$ cat config.mk
export PLATFORM = sky130hd
export DESIGN_NAME = ula_arbiter
export DESIGN_NICKNAME = d
export VERILOG_FILES = /design/src/rtl/ula_arbiter.sv
export SDC_FILE = /design/constraint.sdc
export NUM_CORES = 1
export LEC_CHECK = 0
export CAP_MARGIN = 15
export CORE_MARGIN = 1.5
export CORE_UTILIZATION = 56
export CTS_BUF_LIST = sky130_fd_sc_hd__clkbuf_16
export DETAILED_ROUTE_END_ITERATION = 7
export DONT_BUFFER_PORTS = 1
export PLACE_DENSITY = 0.86
export SETUP_SLACK_MARGIN = 0.4
export SLEW_MARGIN = 20
export SYNTH_ARGS = -nofsm -noshare
export SYNTH_HDL_FRONTEND = slang
export SYNTH_SLANG_ARGS = --single-unit
export TNS_END_PERCENT = 20
$ cat constraint.sdc
create_clock -name clock -period 2 [get_ports clock]
set_clock_uncertainty 0.15 [all_clocks]
set_input_delay 0.4 -clock clock [delete_from_list [all_inputs] [get_ports clock]]
set_output_delay 0.4 -clock clock [all_outputs]
set_load 0.05 [all_outputs]
$ cat src/rtl/ula_arbiter.sv
// ula_arbiter: round-robin arbiter that shares one ULA between two requesters.
// A winner's operands are latched and launched, the ULA result (or a timeout
// abort) is returned to that requester with a one-cycle done pulse.
module ula_arbiter #(
    parameter int unsigned TIMEOUT = 15
) (
    input  logic        clock,
    input  logic        reset,
    input  logic        req0,
    input  logic        req1,
    input  logic [7:0]  x0,
    input  logic [7:0]  x1,
    input  logic [15:0] a0,
    input  logic [15:0] b0,
    input  logic [15:0] c0,
    input  logic [15:0] a1,
    input  logic [15:0] b1,
    input  logic [15:0] c1,
    output logic        gnt0,
    output logic        gnt1,
    output logic        done0,
    output logic        done1,
    output logic        err,
    output logic [15:0] result,
    output logic        busy,
    output logic [7:0]  ula_x,
    output logic [15:0] ula_a,
    output logic [15:0] ula_b,
    output logic [15:0] ula_c,
    output logic        ula_enable,
    output logic        ula_reset,
    input  logic        ula_ready,
    input  logic        ula_valid,
    input  logic [15:0] ula_result
);

    typedef enum logic [1:0] {
        IDLE   = 2'd0,
        LAUNCH = 2'd1,
        WAIT   = 2'd2,
        RESP   = 2'd3
    } state_t;

    // Last timer value before the abort fires; WAIT therefore lasts TIMEOUT cycles.
    localparam logic [7:0] TIMER_LAST = 8'(TIMEOUT - 1);

    state_t      state_q, state_d;
    logic [7:0]  timer_q, timer_d;
    logic        owner_q, owner_d;     // requester being served
    logic        last_q, last_d;       // requester served most recently
    logic        gnt0_q, gnt0_d;
    logic        gnt1_q, gnt1_d;
    logic        done0_q, done0_d;
    logic        done1_q, done1_d;
    logic        err_q, err_d;
    logic [15:0] result_q, result_d;
    logic        busy_q, busy_d;
    logic [7:0]  ula_x_q, ula_x_d;
    logic [15:0] ula_a_q, ula_a_d;
    logic [15:0] ula_b_q, ula_b_d;
    logic [15:0] ula_c_q, ula_c_d;
    logic        ula_enable_q, ula_enable_d;
    logic        ula_reset_q, ula_reset_d;

    logic        req_any;
    logic        win1;

    // Round-robin pick: a lone request always wins, a tie goes to the
    // requester that was not served last.
    always_comb begin
        req_any = req0 | req1;
        win1    = req1 & (~req0 | ~last_q);
    end

    // Next-state and next-output logic for the arbitration FSM.
    always_comb begin
        state_d      = state_q;
        timer_d      = timer_q;
        owner_d      = owner_q;
        last_d       = last_q;
        result_d     = result_q;
        err_d        = err_q;
        ula_x_d      = ula_x_q;
        ula_a_d      = ula_a_q;
        ula_b_d      = ula_b_q;
        ula_c_d      = ula_c_q;
        // Strobes default low so each one is a single-cycle pulse.
        gnt0_d       = 1'b0;
        gnt1_d       = 1'b0;
        done0_d      = 1'b0;
        done1_d      = 1'b0;
        ula_enable_d = 1'b0;
        ula_reset_d  = 1'b0;

        case (state_q)
            IDLE: begin
                // ula_ready low simply holds off arbitration; requests stay pending.
                if (ula_ready && req_any) begin
                    state_d      = LAUNCH;
                    owner_d      = win1;
                    gnt0_d       = ~win1;
                    gnt1_d       = win1;
                    ula_enable_d = 1'b1;
                    ula_x_d      = win1 ? x1 : x0;
                    ula_a_d      = win1 ? a1 : a0;
                    ula_b_d      = win1 ? b1 : b0;
                    ula_c_d      = win1 ? c1 : c0;
                end
            end
            LAUNCH: begin
                state_d = WAIT;
                timer_d = 8'd0;
            end
            WAIT: begin
                // A valid arriving on the expiry cycle still counts as success.
                if (ula_valid) begin
                    state_d  = RESP;
                    result_d = ula_result;
                    err_d    = 1'b0;
                    done0_d  = ~owner_q;
                    done1_d  = owner_q;
                end else if (timer_q == TIMER_LAST) begin
                    state_d     = RESP;
                    result_d    = 16'd0;
                    err_d       = 1'b1;
                    ula_reset_d = 1'b1;
                    done0_d     = ~owner_q;
                    done1_d     = owner_q;
                end else begin
                    timer_d = timer_q + 8'd1;
                end
            end
            RESP: begin
                state_d = IDLE;
                last_d  = owner_q;
            end
            default: begin
                state_d = IDLE;
            end
        endcase

        busy_d = (state_d != IDLE);
    end

    // State and output registers; reset parks the ULA in reset and favours requester 0.
    always_ff @(posedge clock or negedge reset) begin
        if (!reset) begin
            state_q      <= IDLE;
            timer_q      <= 8'd0;
            owner_q      <= 1'b0;
            last_q       <= 1'b1;
            gnt0_q       <= 1'b0;
            gnt1_q       <= 1'b0;
            done0_q      <= 1'b0;
            done1_q      <= 1'b0;
            err_q        <= 1'b0;
            result_q     <= 16'd0;
            busy_q       <= 1'b0;
            ula_x_q      <= 8'd0;
            ula_a_q      <= 16'd0;
            ula_b_q      <= 16'd0;
            ula_c_q      <= 16'd0;
            ula_enable_q <= 1'b0;
            ula_reset_q  <= 1'b1;
        end else begin
            state_q      <= state_d;
            timer_q      <= timer_d;
            owner_q      <= owner_d;
            last_q       <= last_d;
            gnt0_q       <= gnt0_d;
            gnt1_q       <= gnt1_d;
            done0_q      <= done0_d;
            done1_q      <= done1_d;
            err_q        <= err_d;
            result_q     <= result_d;
            busy_q       <= busy_d;
            ula_x_q      <= ula_x_d;
            ula_a_q      <= ula_a_d;
            ula_b_q      <= ula_b_d;
            ula_c_q      <= ula_c_d;
            ula_enable_q <= ula_enable_d;
            ula_reset_q  <= ula_reset_d;
        end
    end

    assign gnt0       = gnt0_q;
    assign gnt1       = gnt1_q;
    assign done0      = done0_q;
    assign done1      = done1_q;
    assign err        = err_q;
    assign result     = result_q;
    assign busy       = busy_q;
    assign ula_x      = ula_x_q;
    assign ula_a      = ula_a_q;
    assign ula_b      = ula_b_q;
    assign ula_c      = ula_c_q;
    assign ula_enable = ula_enable_q;
    assign ula_reset  = ula_reset_q;

endmodule

==> results of run 1 <==
state kept, by name (all words and copies together), names as in the netlist, 2 cells and up:
signal   cells
result      16
state_q      2
timer_q      8
ula_a       16
ula_b       16
ula_c       16
ula_x        8
worst max-delay path, delay by kind of cell (launching register included):
kind	cells	cell delay (ns)
DFF	1	0.42
adders and majority gates	1	0.19
buffers and inverters	3	0.41
AOI/OAI and AO/OA	2	0.53
per-layer routing:
metal,up-vias,part of all wire [%],global-route usage (%)
met1,1391,36,29.7
li1,1188,-,-
met4,0,1.4,9.82
met2,181,53,39.9
met5,-,0,0
met3,16,8.7,6.42
path summary, 6_finish.rpt:
kind | end | slack (ns)
max in group asynchronous | ula_reset$_DFF_PN1_ | 1.84
min | timer_q[3]$_DFFE_PN0P_ | -0.39
max | ula_c[0]$_DFFE_PN0P_ | 0.16
max reg2reg | ula_c[0]$_DFFE_PN0P_ | 0.16
min in group clock | ula_c[6]$_DFFE_PN0P_ | 0.04
min reg2reg | done0$_DFF_PN0_ | 0.36
power groups by stage:
stage	clock network [uW]	logic [uW]	registers, uW
3_3_place_gp	0	1640	5800
5_1_grt	1940	2480	5860
6_report	1830	2250	5800
2_1_floorplan	0	1500	5610
3_5_place_dp	0	1770	5830
4_1_cts	1850	1950	5780
cells in the final DEF (no fill, tap or decap), drive strengths merged, types with 2 or more instances in the layout:
cell / Yosys / final
clkbuf: 8 / 14
dfstp: 2 / 2
inv: 63 / 66
a21oi: 8 / 8
nand2: 7 / 7
a222oi: 56 / 56
buf: 15 / 19
and3: 3 / 3
bufinv: 0 / 2
a22o: 16 / 16
and2: 2 / 2
nand2b: 2 / 2
ha: 6 / 6
mux2i: 4 / 4
o211ai: 1 / 2
dfrtp: 90 / 90
nor3: 2 / 2
nor2: 11 / 11
kinds of logic after synthesis:
group | after synthesis
mux | 5
buf+inv | 86
fa+ha+maj | 6
xor+xnor | 1
flops | 92
compound gates | 88
simple gates | 33
final cells by class:
type | instances | area [sq um]
fill | 460 | 1910
multi-input combinational | 134 | 1220
timing repair buffer | 24 | 362
clock inverter | 7 | 100
inverter | 63 | 239
clock buffer | 9 | 225
tap | 77 | 96.3
sequential | 92 | 2300
through the flow:
step | util [%] | hold slack [ns] | total power [uW]
after global routing | 70.5 | -0.412 | 10300
after global placement | 60.3 | -0.0437 | 7440
final | 70.5 | -0.387 | 9870
after floorplan | - | -0.0456 | 7110
after detailed placement | 60.3 | -0.0433 | 7600
after CTS | 67.2 | -0.402 | 9570
timing repair:
| action | in CTS | in global routing |
|---|---|---|
| setup buffers | 5 | 4 |
| cloned | 1 | 7 |
| endpoints found under the hold margin | 92 | 92 |
| gates resized for setup | 12 | 8 |
| pin swaps | 4 | 18 |
| setup endpoints to repair | 85 | 84 |
==> run metrics, run 1 <==
gr ovfl total=0; Yosys cell types=37; slowest stage delay, CP=0.42 ns; core area=6460 sq um; First-pass DRT Iterations=8; CP startpoint=state_q[0]$_DFF_PN0_; Fmax achieved=544 MHz; Clock Latency Late Sink=0.33 ns; Initial Util=58.8%; worst setup margin=0.163 ns; worst path cell trace=inv_4 -> ha_4 -> o211ai_4 -> clkbuf_16 -> a222oi_1 -> inv_1; number of max-cap violations=0; setup repair after global routing missed its margin=true; DR vias=2,776; dominant cells by area after synthesis=dfrtp_1 (59%), a222oi_1 (15%), inv_1 (6.2%); placed cell area=3890 sq um; Slew Limit Fails=0; Top FF cell, synth=dfrtp_1; root buf cell=clkbuf_16; Adder-Cell Fraction of Synth Area=1.98%; combinational power share=22.8%; clk buf depth=2; clk slew on worst S/H paths=0.07 ns; Setup TNS Final=0 ns; outcome=finished, violations left; switching pwr=4920 uW; clock network fraction of total power=18.5%; first-pass GRT wire length=13,100 microns; drc violations=34; top-area cell type share of the netlist area=59.3%; Worst path slowest cell=dfrtp_1; EDFF count, synth=0; Syn Area/Cell=12.2 sq um; Final ANT Viol Nets=0; Post-Synth XOR/XNOR Area=0.231%; post-route design area=4550 sq um; Die Footprint=7280 sq um; CP Data Arrival Time=1.89 ns; Mapped Nets=451; Final Hold Viols=92; Power per Cell Area=2170 nW/um^2; Post-synth top cells=dfrtp_1 (90), inv_1 (63), a222oi_1 (56), a22o_1 (16), nor2_1 (11); Post-DP HPWL=6210 microns; mapped cell area=3800 sq um; Worst R2R Path Depth=6; Ys Warns=0; Mapped Cells=311; Worst-Margin Slew=0.558 ns; die width=85.3 microns; sequential share of the synthesized area=60.7%; Critical Path RT=2.05 ns; largest net degree at the start of global routing=93; maximum vdd drop=1.41 mV; GRT Util Overall=23.9%; post-synth top area cell=dfrtp_1; share of cells above drive strength 1=18.5%; dpl cells=373; Num CTS Buffers=9; asr flop ratio synth=100%; Die Height=85.3 microns; crit path kind=reg2reg; violated checks=design-rule violations, negative hold slack; Slew HR=62.8%; vias in the first global route=2,570; initial drt markers=390; GPL Wtd Cong=0.804; FP Rows=29; largest family of logic cells by synthesized area=compound AO/OA/AOI/OAI gates; Setup WS pre-CTS=0.0949 ns; CP Launch Type=flop; post-layout min period=1.84 ns; Layout Cells excl Fill=406; Leak=0.00226 uW; FF+latch count, synth=92; r2r startpoint=state_q[0]$_DFF_PN0_; Hold WS=-0.387 ns; fin crit share=91.8%; number of port buffers=0; vias per cell=6.84; fraction of the mapped netlist area in simple logic gates=4.48%; Crit. End Element=flop; I/O pin cnt=214; final setup vio count=0; count leader, synth=dfrtp_1; TritonCTS clock tree=yes; Max FO, Critical Path=10; multiplexer share of the synthesized area=1.35%; initial antenna violation count=0; final WL=10,200 microns; sequential power share=58.7%; H-tree Lvls=3; class of the worst hold path=in2async; Sw Share=49.9%; Int Power=4950 uW; clk sink count=92; P&R area growth vs syn=19.9%; WL/cell=25.0 microns; # diodes=0; compound-cell area share of the yosys netlist=21.6%; Layout Nets=464
No activity file was read; power rests on OpenSTA's default activity.
==> run 2: changes to the inputs <==
--- a/config.mk
+++ b/config.mk
@@ -11,7 +11,7 @@
 export CTS_BUF_LIST = sky130_fd_sc_hd__clkbuf_16
 export DETAILED_ROUTE_END_ITERATION = 7
 export DONT_BUFFER_PORTS = 1
-export PLACE_DENSITY = 0.86
+export PLACE_DENSITY_LB_ADDON = 0.3
 export SETUP_SLACK_MARGIN = 0.4
 export SLEW_MARGIN = 20
 export SYNTH_ARGS = -nofsm -noshare
==> run metrics, run 2 (synthesized netlist as in run 1, its figures left out) <==
vias per cell=6.78; Setup WS pre-CTS=0.161 ns; worst path cell trace=inv_2 -> ha_4 -> o211ai_4 -> buf_12 -> a222oi_1 -> inv_1; Clock Latency Late Sink=0.33 ns; FF/Latch Area=2300 sq um; GRT Util Overall=24.0%; Critical Path RT=2.05 ns; setup repair after global routing missed its margin=true; worst setup margin=0.245 ns; clk sink count=92; outcome=finished, violations left; root buf cell=clkbuf_16; Worst path slowest cell=a222oi_1; maximum vdd drop=1.03 mV; Post-DP HPWL=6150 microns; Initial Util=58.8%; share of cells above drive strength 1=18.8%; vias in the first global route=2,533; GPL Wtd Cong=0.749; CP startpoint=state_q[1]$_DFF_PN0_; CP Launch Type=flop; violated checks=design-rule violations, negative hold slack; initial drt markers=368; Hold WS=-0.394 ns; number of port buffers=0; WL/cell=23.1 microns; Setup TNS Final=0 ns; clk buf depth=2; placed cell area=3900 sq um; commonest non-fill, non-tap cells in the layout=dfrtp_1 (90), inv_1 (61), a222oi_1 (56); Leak=0.00220 uW; CP Data Arrival Time=1.81 ns; I/O pin cnt=214; fin crit share=87.7%; gr ovfl total=0; Final Hold Viols=92; fill count=465; commonest non-fill, non-tap cell in the layout=dfrtp_1; Die Height=85.3 microns; clk slew on worst S/H paths=0.07 ns; class of the worst hold path=in2async; Num CTS Buffers=9; r2r startpoint=state_q[1]$_DFF_PN0_; final WL=9260 microns; setup slack, reg-to-reg=0.25 ns; area of the multi-input gates=1230 sq um; Final ANT Viol Nets=0; CP endpoint=ula_b[15]$_DFFE_PN0P_; Slew Limit Fails=0; drc violations=49; Worst R2R Path Depth=6; Crit. End Element=flop; Largest delay share family, worst path=compound AO/OA/AOI/OAI gates; Layout Nets=459; initial antenna violation count=0; Fmax achieved=570 MHz; reg2reg end=ula_b[15]$_DFFE_PN0P_; largest net degree at the start of global routing=93; WP depth=6; H-tree Lvls=3; TritonCTS clock tree=yes; Max FO, Critical Path=36; # diodes=0; DR vias=2,717; final core utilization=68.5%; WP buf/inv=3; Worst-Margin Slew=0.544 ns; Slew HR=63.7%; first-pass GRT wire length=13,100 microns; die width=85.3 microns; number of max-cap violations=0; total power=9530 uW; post-route design area=4420 sq um; slowest stage delay, CP=0.41 ns; core area=6460 sq um; post-layout min period=1.75 ns; crit path kind=reg2reg; First-pass DRT Iterations=8; FP Rows=29; P&R area growth vs syn=16.5%; Die Footprint=7280 sq um; Power per Cell Area=2160 nW/um^2; final setup vio count=0
==> run 2: changes by cell type in the layout (fill, tap and decap cells not counted), moves of 2 or more <==
cell       change
a21oi_2        -2
nand2b_1       -2
a21oi_4        +2
clkinv_2       +2
clkbuf_16      -5
==> run 2: worst reg2reg max path, stage by stage, from the launching register on <==
cell      delay [ns]
dfrtp_1         0.39
inv_2           0.09
ha_4            0.17
o211ai_4        0.12
buf_12          0.19
a222oi_1        0.44
inv_1           0.08
==> run 2: stage by stage <==
step / instances / hold WS [ns]
global placement: 372 / -0.0439
floorplan: 311 / -0.0456
CTS: 397 / -0.404
finish: 401 / -0.394
global route: 401 / -0.408
detailed placement: 372 / -0.0439
==> run 2: cell type report <==
cell class / instances / area share [%]
clock buffer: 9 / 5.09
clock inverter: 7 / 1.73
inverter: 63 / 5.35
multi-input combinational: 133 / 27.9
sequential: 92 / 52.1
tap: 77 / 2.18
timing repair buffer: 20 / 5.69
==> run 2: how the worst min path moves through the flow <==
| stage | from | endpoint | cells past startpoint | slack [ns] |
|---|---|---|---|---|
| 6_report | reset | ula_enable$_DFF_PN0_ | 0 | -0.39 |
| 5_1_grt | reset | result[9]$_DFFE_PN0P_ | 0 | -0.41 |
| 4_1_cts | reset | result[9]$_DFFE_PN0P_ | 0 | -0.40 |
| 3_5_place_dp | reset | result[9]$_DFFE_PN0P_ | 0 | -0.04 |
| 3_3_place_gp | reset | ula_enable$_DFF_PN0_ | 0 | -0.04 |
| 2_1_floorplan | reset | busy$_DFF_PN0_ | 0 | -0.05 |
==> run 2: metal layers <==
| metal | vias up | track usage (%) | routed length [microns] |
|---|---|---|---|
| li1 | 1177 | - | - |
| met1 | 1354 | 29.2 | 3480 |
| met2 | 169 | 41.2 | 4760 |
| met3 | 17 | 5.64 | 805 |
| met4 | 0 | 9.97 | 217 |
| met5 | - | 0 | 0 |
==> run 2: power by group <==
group          total, uW  internal (uW)  switching (uW)
logic               2080           1130             949
registers           5770           2610            3160
clock network       1680            976             708
total               9530           4720            4810
==> run 2: repair_timing <==
action	in CTS	in global routing
hold endpoints to repair	92	92
gates cloned	2	0
buffers inserted	7	4
setup endpoints to repair	84	84
resized for setup	10	10
pin swaps	5	11
==> run 3: changes to the inputs <==
--- a/config.mk
+++ b/config.mk
@@ -7,7 +7,7 @@
 export LEC_CHECK = 0
 export CAP_MARGIN = 15
 export CORE_MARGIN = 1.5
-export CORE_UTILIZATION = 56
+export CORE_UTILIZATION = 55
 export CTS_BUF_LIST = sky130_fd_sc_hd__clkbuf_16
 export DETAILED_ROUTE_END_ITERATION = 7
 export DONT_BUFFER_PORTS = 1
==> run metrics, run 3 (synthesized netlist as in run 1, its figures left out) <==
outcome=finished, violations left; violated checks=design-rule violations, negative hold slack; Power per Cell Area=2160 nW/um^2; setup slack, reg-to-reg=0.27 ns; H-tree Lvls=3; commonest non-fill, non-tap cell in the layout=dfrtp_1; DR vias=2,695; Slew Limit Fails=0; CP Data Arrival Time=1.79 ns; vias in the first global route=2,444; setup repair after global routing missed its margin=true; area of the multi-input gates=1200 sq um; CP Launch Type=flop; fin crit share=86.3%; First-pass DRT Iterations=8; FF/Latch Area=2300 sq um; Num CTS Buffers=9; Die Height=86.1 microns; I/O pin cnt=214; Crit. End Element=flop; class of the worst hold path=in2async; share of cells above drive strength 1=17.5%; vias per cell=6.65; commonest non-fill, non-tap cells in the layout=dfrtp_1 (90), inv_1 (61), a222oi_1 (56); P&R area growth vs syn=15.8%; gr ovfl total=0; Clock Latency Late Sink=0.33 ns; final setup vio count=0; FP Rows=30; first-pass GRT wire length=12,200 microns; post-layout min period=1.73 ns; TritonCTS clock tree=yes; number of max-cap violations=0; Initial Util=56.5%; Final Hold Viols=92; Layout Nets=460; final WL=8430 microns; clk buf depth=2; GRT Util Overall=21.6%; Slew HR=64.6%; root buf cell=clkbuf_16; clk slew on worst S/H paths=0.07 ns; fill count=511; Worst-Margin Slew=0.531 ns; GPL Wtd Cong=0.784; WL/cell=20.8 microns; # diodes=0; clk sink count=92; die width=86.1 microns; Setup WS pre-CTS=0.167 ns; Setup TNS Final=0 ns; Hold WS=-0.390 ns; core area=6720 sq um; initial drt markers=343; crit path kind=reg2reg; drc violations=12; number of port buffers=0; Max FO, Critical Path=8; Final ANT Viol Nets=0; Die Footprint=7410 sq um; initial antenna violation count=0; maximum vdd drop=1.17 mV; Leak=0.00219 uW; worst setup margin=0.275 ns; largest net degree at the start of global routing=93; Post-DP HPWL=5840 microns; Fmax achieved=580 MHz; Critical Path RT=2.06 ns
==> run 3: report_power, final <==
part | total, uW | leakage, uW | switching, uW | internal [uW]
registers | 5750 | 0.00115 | 3140 | 2610
clock network | 1800 | 0.000158 | 692 | 1100
logic | 1940 | 0.000881 | 880 | 1060
==> run 3: per-layer routing <==
metal  GRT usage [%]  share of wire [%]  vias to the layer above
met3            6.06                8.5                        8
met2            35.9                 51                      159
met5               0                  0                        -
li1                -                  -                     1179
met4            8.06                1.3                        0
met1            27.0                 39                     1349
==> run 3: cell type report <==
type / count / area share [%]
sequential: 92 / 52.4
multi-input combinational: 133 / 27.4
timing repair buffer: 21 / 5.15
tap: 80 / 2.28
clock buffer: 9 / 5.12
clock inverter: 7 / 2.25
inverter: 63 / 5.38
==> run 3: repair_timing <==
action / in CTS / in global routing
cloned: 1 / 0
endpoints found under the hold margin: 92 / 92
endpoints found under the setup margin: 85 / 85
buffers inserted: 6 / 6
pin swaps: 4 / 7
gates resized for setup: 8 / 8
==> run 3: worst paths after layout <==
| check | startpoint | endpoint | cells past startpoint |
|---|---|---|---|
| hold reg to reg | owner_q$_DFFE_PN0P_ | done0$_DFF_PN0_ | 1 |
| setup reg to reg | timer_q[0]$_DFFE_PN0P_ | result[0]$_DFFE_PN0P_ | 7 |
| max in group asynchronous | reset | ula_reset$_DFF_PN1_ | 0 |
| min in group clock | a0[2] | ula_a[2]$_DFFE_PN0P_ | 2 |
| hold / removal | reset | result[14]$_DFFE_PN0P_ | 0 |
| setup / recovery | timer_q[0]$_DFFE_PN0P_ | result[0]$_DFFE_PN0P_ | 7 |
==> run 3: critical path, cell delays in order, from the launching register on <==
cell	delay, ns
dfrtp_1	0.38
inv_1	0.06
ha_2	0.15
and4b_2	0.25
and2_4	0.18
o21ai_4	0.08
buf_6	0.14
a22o_1	0.23
==> run 3: stage by stage <==
step                area [sq um]  total power (uW)  instances  hold WS (ns)  utilization, %
finish                      4400              9490        405        -0.390            65.4
global route                4400              9930        405        -0.413            65.4
CTS                         4320              9480        399        -0.406            64.2
detailed placement          3910              7580        376       -0.0436            58.2
global placement            3910              7480        376       -0.0435            58.2
floorplan                   3860              7110        311       -0.0456               -
